File: src/rtl/udt_ctrl_tx.sv
// UDT control-packet transmitter: queues ACK/ACK2 (and optional keep-alive) requests
// and serialises them as 64-bit words. Optional feature macro: UDT_KEEPALIVE_EN.
module udt_ctrl_tx #(
  parameter int unsigned CLK_PER_US = 156,
  parameter logic [31:0] KA_CYCLES  = 32'd156_250_000
) (
  input  logic        clk,
  input  logic        rst_n,
  input  logic [31:0] dst_sock_id,
  input  logic        ack_req,
  input  logic [31:0] ack_num,
  input  logic [31:0] ack_rcv_seq,
  input  logic        ack2_req,
  input  logic [31:0] ack2_num,
  output logic [63:0] tx_data,
  output logic [7:0]  tx_keep,
  output logic        tx_valid,
  output logic        tx_last,
  input  logic        tx_ready,
  output logic [15:0] ovf_cnt
);

  typedef enum logic [1:0] {IDLE, W0, W1, W2} state_t;

  localparam logic [14:0] T_KA   = 15'd1;
  localparam logic [14:0] T_ACK  = 15'd2;
  localparam logic [14:0] T_ACK2 = 15'd6;

  state_t      r_state;
  logic        r_pend_ack, r_pend_ack2;
  logic [31:0] r_ack_num, r_ack_seq, r_ack2_num;
  logic [31:0] r_presc, r_ts;
  logic [14:0] r_type;
  logic [31:0] r_snap_seq, r_snap_ts;
  logic [63:0] r_tx_data;
  logic [7:0]  r_tx_keep;
  logic        r_tx_valid, r_tx_last;
  logic [15:0] r_ovf;

  logic        w_pend_ka;
  logic        w_start, w_sel_ack, w_sel_ack2;
  logic [14:0] w_type;
  logic [31:0] w_info;
  logic        w_ovf_a, w_ovf_2;
  logic [16:0] w_ovf_sum;

  assign tx_data  = r_tx_data;
  assign tx_keep  = r_tx_keep;
  assign tx_valid = r_tx_valid;
  assign tx_last  = r_tx_last;
  assign ovf_cnt  = r_ovf;

  assign w_start    = (r_state == IDLE) && (r_pend_ack2 || r_pend_ack || w_pend_ka);
  assign w_sel_ack2 = w_start && r_pend_ack2;
  assign w_sel_ack  = w_start && !r_pend_ack2 && r_pend_ack;

  always_comb begin
    w_type = T_KA;
    w_info = '0;
    if (r_pend_ack2) begin
      w_type = T_ACK2;
      w_info = r_ack2_num;
    end else if (r_pend_ack) begin
      w_type = T_ACK;
      w_info = r_ack_num;
    end
  end

  // A request landing on the selection edge re-arms the flag with the new fields
  // while the snapshot takes the old ones, so it is not an overflow.
  assign w_ovf_a   = ack_req  && r_pend_ack  && !w_sel_ack;
  assign w_ovf_2   = ack2_req && r_pend_ack2 && !w_sel_ack2;
  assign w_ovf_sum = {1'b0, r_ovf} + {16'b0, w_ovf_a} + {16'b0, w_ovf_2};

  always_ff @(posedge clk or negedge rst_n) begin
    if (!rst_n) begin
      r_pend_ack  <= 1'b0;
      r_pend_ack2 <= 1'b0;
      r_ack_num   <= '0;
      r_ack_seq   <= '0;
      r_ack2_num  <= '0;
      r_ovf       <= '0;
    end else begin
      if (ack_req) begin
        r_pend_ack <= 1'b1;
        r_ack_num  <= ack_num;
        r_ack_seq  <= ack_rcv_seq;
      end else if (w_sel_ack) begin
        r_pend_ack <= 1'b0;
      end
      if (ack2_req) begin
        r_pend_ack2 <= 1'b1;
        r_ack2_num  <= ack2_num;
      end else if (w_sel_ack2) begin
        r_pend_ack2 <= 1'b0;
      end
      r_ovf <= w_ovf_sum[16] ? '1 : w_ovf_sum[15:0];
    end
  end

  always_ff @(posedge clk or negedge rst_n) begin
    if (!rst_n) begin
      r_presc <= '0;
      r_ts    <= '0;
    end else if (r_presc == CLK_PER_US - 32'd1) begin
      r_presc <= '0;
      r_ts    <= r_ts + 32'd1;
    end else begin
      r_presc <= r_presc + 32'd1;
    end
  end

`ifdef UDT_KEEPALIVE_EN
  logic        r_pend_ka;
  logic [31:0] r_idle;
  logic        w_hs_last, w_ka_fire, w_sel_ka;

  assign w_pend_ka = r_pend_ka;
  assign w_hs_last = r_tx_valid && tx_ready && r_tx_last;
  assign w_ka_fire = !w_hs_last && (r_idle == KA_CYCLES - 32'd1);
  assign w_sel_ka  = w_start && !r_pend_ack2 && !r_pend_ack;

  always_ff @(posedge clk or negedge rst_n) begin
    if (!rst_n) begin
      r_idle    <= '0;
      r_pend_ka <= 1'b0;
    end else begin
      if (w_hs_last || w_ka_fire) r_idle <= '0;
      else                        r_idle <= r_idle + 32'd1;
      if (w_ka_fire)     r_pend_ka <= 1'b1;
      else if (w_sel_ka) r_pend_ka <= 1'b0;
    end
  end
`else
  logic [31:0] w_unused_ka;
  assign w_unused_ka = KA_CYCLES;
  assign w_pend_ka   = 1'b0;
`endif

  always_ff @(posedge clk or negedge rst_n) begin
    if (!rst_n) begin
      r_state    <= IDLE;
      r_type     <= '0;
      r_snap_seq <= '0;
      r_snap_ts  <= '0;
      r_tx_data  <= '0;
      r_tx_keep  <= '0;
      r_tx_valid <= 1'b0;
      r_tx_last  <= 1'b0;
    end else begin
      case (r_state)
        IDLE: begin
          if (w_start) begin
            r_state    <= W0;
            r_type     <= w_type;
            r_snap_seq <= r_ack_seq;
            r_snap_ts  <= r_ts;
            r_tx_data  <= {1'b1, w_type, 16'h0000, w_info};
            r_tx_keep  <= 8'hFF;
            r_tx_valid <= 1'b1;
            r_tx_last  <= 1'b0;
          end
        end
        W0: begin
          if (tx_ready) begin
            r_state   <= W1;
            r_tx_data <= {r_snap_ts, dst_sock_id};
            r_tx_last <= (r_type != T_ACK);
          end
        end
        W1: begin
          if (tx_ready) begin
            if (r_type == T_ACK) begin
              r_state   <= W2;
              r_tx_data <= {r_snap_seq, 32'h0000_0000};
              r_tx_keep <= 8'hF0;
              r_tx_last <= 1'b1;
            end else begin
              r_state    <= IDLE;
              r_tx_data  <= '0;
              r_tx_keep  <= '0;
              r_tx_valid <= 1'b0;
              r_tx_last  <= 1'b0;
            end
          end
        end
        W2: begin
          if (tx_ready) begin
            r_state    <= IDLE;
            r_tx_data  <= '0;
            r_tx_keep  <= '0;
            r_tx_valid <= 1'b0;
            r_tx_last  <= 1'b0;
          end
        end
        default: r_state <= IDLE;
      endcase
    end
  end

endmodule

File: config.mk
export PLATFORM = sky130hd
export DESIGN_NAME = udt_ctrl_tx
export DESIGN_NICKNAME = d
export VERILOG_FILES = /design/src/rtl/udt_ctrl_tx.sv
export SDC_FILE = /design/constraint.sdc
export NUM_CORES = 1
export LEC_CHECK = 0
export ABC_AREA = 1
export CAP_MARGIN = 40
export CORE_MARGIN = 3
export CORE_UTILIZATION = 55
export CTS_BUF_LIST = sky130_fd_sc_hd__clkbuf_8
export CTS_CLUSTER_SIZE = 14
export DETAILED_ROUTE_END_ITERATION = 10
export GPL_TIMING_DRIVEN = 0
export PLACE_DENSITY = 0.82
export SYNTH_ARGS = -nofsm -noshare
export SYNTH_HDL_FRONTEND = slang
export SYNTH_SLANG_ARGS = --single-unit
File: constraint.sdc
create_clock -name clk -period 4.69 [get_ports clk]
set_input_delay 0.938 -clock clk [delete_from_list [all_inputs] [get_ports clk]]
set_output_delay 0.938 -clock clk [all_outputs]
set_load 0.005 [all_outputs]
Word level (Yosys, flattened, before mapping)
Index checks and enable logic that the tools add are counted.
{"block": "word_totals", "input_bits": 133, "out_inout_bits": 90, "ff_bits": 333, "word_cells": 88}
{"block": "op_classes", "n_mux": 37, "n_reduce_logical": 20, "add_sub_neg": 4, "n_eq_ne": 11}
{"op": "$mux 64", "n": 5}
{"op": "$pmux 64 s4", "n": 1}
{"op": "$mux 32", "n": 3}
{"op": "$add 32x1->32 const B", "n": 2}
{"op": "$eq 32x8->1 const B", "n": 1}
{"op": "$mux 8", "n": 4}
{"op": "$pmux 8 s3", "n": 1}
{"op": "$add 16x1->17", "n": 1}
{"op": "$add 17x1->17", "n": 1}
{"op": "$mux 16", "n": 1}
{"op": "$eq 15x2->1 const B", "n": 1}
{"op": "$mux 15", "n": 1}
{"op": "$ne 15x2->1 const B", "n": 1}
{"op": "$mux 1", "n": 12}
{"op": "$mux 2", "n": 6}
{"op": "$ne 2x2->1 const B", "n": 5}
{"op": "$logic_and 1x1->1", "n": 8}
{"op": "$pmux 2 s4", "n": 1}
{"op": "$reduce_and 4->1", "n": 2}
{"op": "$reduce_and 5->1", "n": 1}
{"op": "$eq 2x2->1 const B", "n": 2}
{"op": "$pmux 1 s4", "n": 1}
{"op": "$reduce_bool 2->1", "n": 2}
{"op": "$logic_not 1->1", "n": 3}
{"op": "other kinds (6)", "n": 6}

Logic depth before layout (Yosys ltp)
{"block": "depth", "word_depth": 9, "ltp_mapped": 14, "mapped_depth_nobuf": 13}

Worst setup path after synthesis
OpenSTA, ideal clock, no wires.
{"block": "synth_timing", "path_type": "input to register", "startpoint": "input port ack2_req", "endpoint": "register r_ovf[12] (netlist: ovf_cnt[12])", "cell_stages": 12, "required_ps": 4570, "n_path_buf": 1, "t_arrival_ps": 2702, "path_slack_ps": 1869, "setup_ps": 120, "path_cell_list": "clkbuf_1 clkinv_1 nor3_1 fa_1 ha_1 nand3_1 nor3_2 nand2_1 inv_1 nand3_1 o21ai_0 inv_1"}
{"block": "synth_between", "elab_chain_len": 4}
{"item": "start: declaration", "line_no": "13", "rtl": "input logic ack2_req,"}
{"item": "$logic_and 1x1->1 (2 in a row)", "line_no": "72", "rtl": "assign w_ovf_2 = ack2_req && r_pend_ack2 && !w_sel_ack2;"}
{"item": "$add 17x1->17", "line_no": "73", "rtl": "assign w_ovf_sum = {1'b0, r_ovf} + {16'b0, w_ovf_a} + {16'b0, w_ovf_2};"}
{"item": "$mux 16", "line_no": "97", "rtl": "r_ovf <= w_ovf_sum[16] ? '1 : w_ovf_sum[15:0];"}
{"item": "end signal: assignment", "line_no": "97"}
{"item": "end: declaration", "line_no": "38", "rtl": "logic [15:0] r_ovf;"}
No other way between the ends.
A chain may end at the register's enable or synchronous reset.

Worst setup path after layout
{"block": "layout_timing", "startpoint": "register r_state[1]", "endpoint": "register r_ovf[12] (netlist: ovf_cnt[12])"}
{"block": "layout_between", "elab_chain_len": 9, "elab_cells_between_ends": 12, "classes_between": "2 x add/sub; 1 x mux; 9 x reduce/logical"}
{"item": "start: declaration", "line_no": "29", "rtl": "state_t r_state;"}
{"item": "start signal: assignment", "line_no": "142", "rtl": "r_state <= IDLE;"}
{"item": "start signal: assignment", "line_no": "154", "rtl": "r_state <= W0;"}
{"item": "start signal: assignment", "line_no": "166", "rtl": "r_state <= W1;"}
{"item": "$logic_not 2->1 *", "line_no": "53", "rtl": "assign w_start = (r_state == IDLE) && (r_pend_ack2 || r_pend_ack || w_pend_ka);"}
{"item": "$logic_and 1x1->1 *", "line_no": "53"}
{"item": "$logic_and 1x1->1 (2 in a row)", "line_no": "55", "rtl": "assign w_sel_ack = w_start && !r_pend_ack2 && r_pend_ack;"}
{"item": "$logic_not 1->1", "line_no": "71", "rtl": "assign w_ovf_a = ack_req && r_pend_ack && !w_sel_ack;"}
{"item": "$logic_and 1x1->1", "line_no": "71"}
{"item": "$add 16x1->17", "line_no": "73"}
{"item": "$add 17x1->17 *", "line_no": "73"}
{"item": "$mux 16 *", "line_no": "97"}
Mark *: on every way between the ends. The rest lies on a longest branch, timed or not.

==> impl_summary.md <==
Run status
The flow ran to the end, and the final reports show no timing, DRC or antenna violations.

Global route
The initial antenna violation count is 1. Entering global routing, the biggest net connects around 110 pins. The total congestion overflow after global routing is 0. For this run, the total global-route usage over all layers was measured as between 20% and 30%. The first global-routing pass estimated about 67000 um of wire. The number of global-route vias before repair is between 10k and 15k.

CTS
The clock reaches the later pin of the worst-skew pair after approximately 0.57 ns. In this run, post-CTS repair resized a total of 0 instances. No sink is reached through more buffers than the 3 on the longest clock path.

The clock transition at the registers of the reported paths is 0.06 ns. The number of buffers created by CTS is between 50 and 60. The number of sinks driven by the clock tree is between 300 and 400.

The number of buffers added to fix hold violations after cts is 0. The TritonCTS clock tree is done. The CTS root buffer is sky130_fd_sc_hd__clkbuf_8.

Buffers added to address setup during post-CTS repair amount to 0. The clock tree synthesis step divided the H-tree into 2 levels.

Final layout
The library cell used most frequently in the layout, excluding fill and tap cells, is sky130_fd_sc_hd__nand2_1. The area overhead of the layout relative to synthesis is 25.7%. Counting the fill cells in the layout gives a little under 2k. Leaving out fill and tap cells, the most frequent cells in the layout are sky130_fd_sc_hd__nand2_1 (696), sky130_fd_sc_hd__dfrtp_1 (315), sky130_fd_sc_hd__clkdlybuf4s50_1 (219).

The share of layout cells above drive strength 1 is 7.87%. The utilization of the core after routing is between 70% and 80%. Once layout is complete, the cells apart from fillers number between 2k and 2.5k. The total number of nets in the final design is ~2.2k.

Timing
At the pin with the least slew margin, the transition time is roughly 0.72 ns. The hold violation total from the final report is 0. Setup repair after global routing left no endpoint under its margin.

The relative slew slack is about half. For the final database, setup skew stands at between 0.015 and 0.02 ns. The clock period minus final worst setup slack is between 2 and 3 ns. The final clock period utilization by the worst path is a little under two thirds.

Final hold analysis gives a worst-case slack of about 0.38 ns. The number of slew-limit violations in the final report is 0. Setup violations remaining at the end of the flow were counted as 0.

The fmax is 0.333 GHz.

Yosys
The async set-or-reset flop fraction in the synthesized netlist is 100%. Counting flops with a built-in enable in the synthesized netlist gives 0. The post-synthesis cell area is ~14000 sq um. The number of synthesized register bits is between 300 and 400.

The number of instances in the synthesized netlist is about 1.8k. The mean cell area of the mapped netlist is around 8 sq um. The distinct cell type count after synthesis is 37. Among all flip-flop cells after synthesis, the most frequent one is sky130_fd_sc_hd__dfrtp_1. Sequential cells were found to cover between 50% and 60% of the synthesized design area.

The number of warnings printed during yosys synthesis is 0. The synthesized netlist net count is ~1.9k.

Floorplan
The number of I/O pins is approximately 220. The core region is around 26000 sq um. The initialized floorplan defines 58 standard-cell rows. Measured along the y axis, the die boundary spans 168 um. In this run the horizontal extent of the chip is 168 um. The initial utilization of the core area, before any placement, comes to about 57%.

The die area is 28300 sq um.

Power and ir drop
Summed over all cells, the static leakage comes to 8.56 nW. The net switching share of the total power is between 30% and 40%. Cell internal power was estimated by the tool at ~0.0057 W.

The share of total power dissipated in the clock network is between 20% and 30%. The total power divided by cell area is about 470 nW/um^2. The largest voltage drop on the vdd net is 0.000327 V.

Registers are responsible for between 40% and 50% of the overall power. The switching power total is around 0.0029 W. The share of total power dissipated in combinational logic is 31.0%.

Routing
In this run the remaining antenna-violating nets after routing total 0. The number of optimization iterations in the first detailed-route pass is 5. In the routed layout, each cell is associated on average with a via count of about 5.4. The routed design has around 41000 um of wire. Detailed routing inserted a total of approximately 13k vias.

For this run, design rule violations remaining after detail routing come to 0. In the final routed layout, each cell accounts on average for roughly 17 um. The total met3 wirelength after detailed routing is between 3000 and 4000 um.

The number of DRC markers in iteration 0 is 1286. In this run the top signal layer used is met4. The wire length on met1 is between 15000 and 20000 um. The total length of routed met2 wires is 18600 um.

Hold path
The path class of the tightest hold or removal check is in -> async.

Placement
Counting tap cells, the placed design contains a total of approximately 2.3k instances. Detailed placement ended at an HPWL of roughly 30000 um. The congestion estimate from routability-driven global placement came to between 0.9 and 1. The count of buffers added on input and output ports is 220.

Flow run
The count of max-cap constraint violations is 0.

Worst setup path
For the worst setup path, the data required time is roughly 5.1 ns. The critical path is of the reg -> reg type. The type of element capturing the critical path is a flip-flop. The maximum fanout along the worst path is 10.

The category of the worst setup path launch point is a flip-flop. Data arrives at the worst endpoint at between 3 and 4 ns.
==> synthesized netlist by cell type, drive strengths merged (4+ instances only) <==
cell type | count | area (sq um)
nand4 | 8 | 50.1
buf | 47 | 269
nand3 | 98 | 500
a41oi | 32 | 355
xor2 | 30 | 263
nand2 | 701 | 2650
a21oi | 4 | 20.0
nor2 | 159 | 652
clkbuf | 33 | 124
a22oi | 29 | 218
inv | 147 | 552
o21ai | 133 | 677
dfrtp | 315 | 7880
nor3 | 19 | 123
==> power by group through the flow <==
stage	registers, W	logic (W)	clock network [W]
after floorplan	0.00350	0.00131	0
after global placement	0.00352	0.00254	0
after detailed placement	0.00353	0.00263	0
after CTS	0.00349	0.00265	0.00245
after global routing	0.00356	0.00289	0.00258
final	0.00350	0.00266	0.00242
==> path summary, 6_finish.rpt <==
kind	startpoint	end	slack [ns]	cells after the start
worst max-delay path	r_state[1]	ovf_cnt[12]	1.69	14
worst min-delay path	rst_n	r_presc[30]	0.38	1
worst max register to register	r_state[1]	ovf_cnt[12]	1.69	14
worst min register to register	r_ack2_num[31]	r_ack2_num[31]	0.47	2
max in group asynchronous	rst_n	r_snap_seq[18]	2.88	3
min in group clk	r_ack2_num[31]	r_ack2_num[31]	0.47	2
==> area by class of cell <==
cell class              instances  area (sq um)  area share (%)
plain buffers                  80           393            2.16
well taps                     330           413            2.27
flip-flops and latches        315          7880            43.3
repair buffers                222          2260            12.4
multi-input cells            1229          5650            31.0
inverters                     149           559            3.07
diodes                          1          2.50          0.0137
clock buffers                  65           895            4.91
clock inverters                24           151           0.831
==> flip-flops by register name (all words and copies together), names as in the netlist <==
name         cells
tx_data         64
r_ack2_num      32
r_ack_num       32
r_ack_seq       32
r_presc         32
r_snap_seq      32
r_snap_ts       32
r_ts            32
ovf_cnt         16
r_type           3
r_state          2
tx_keep          2
r_pend_ack       1
r_pend_ack2      1
tx_last          1
tx_valid         1
==> layer usage <==
metal  global-route usage [%]  vias up
met5                        0        -
met4                     12.5        0
met3                     6.01      131
met2                     44.6      526
met1                     40.3     6259
li1                         -     6166
==> cells by family after synthesis <==
kind of cell	share of synthesized area (%)
flops	54.4
buf+inv	6.57
xor+xnor	2.00
fa+ha+maj	0.397
compound gates	8.91
simple gates	27.7
==> metrics by stage <==
step	worst slack [ns]	instance area, sq um	TNS, ns	power (W)
CTS	1.67	18200	0	0.00859
global route	1.36	18200	0	0.00903
detailed placement	1.14	17200	0	0.00616
floorplan	1.87	14500	0	0.00482
global placement	-10.62	17100	-3334.39	0.00606
finish	1.69	18200	0	0.00858
==> worst max-delay path, stage by stage (launching register included) <==
cell,delay (ns)
sky130_fd_sc_hd__dfrtp_1,0.47
sky130_fd_sc_hd__inv_2,0.09
sky130_fd_sc_hd__nand2_2,0.12
sky130_fd_sc_hd__nor3_4,0.08
sky130_fd_sc_hd__buf_2,0.21
sky130_fd_sc_hd__nor3_1,0.46
sky130_fd_sc_hd__fa_1,0.34
sky130_fd_sc_hd__ha_1,0.22
sky130_fd_sc_hd__nand3_1,0.15
sky130_fd_sc_hd__nor3_2,0.31
sky130_fd_sc_hd__nand2_1,0.12
sky130_fd_sc_hd__inv_1,0.12
sky130_fd_sc_hd__nand3_1,0.07
sky130_fd_sc_hd__o21ai_0,0.08
sky130_fd_sc_hd__inv_1,0.05
No activity file was read; power rests on OpenSTA's default activity.
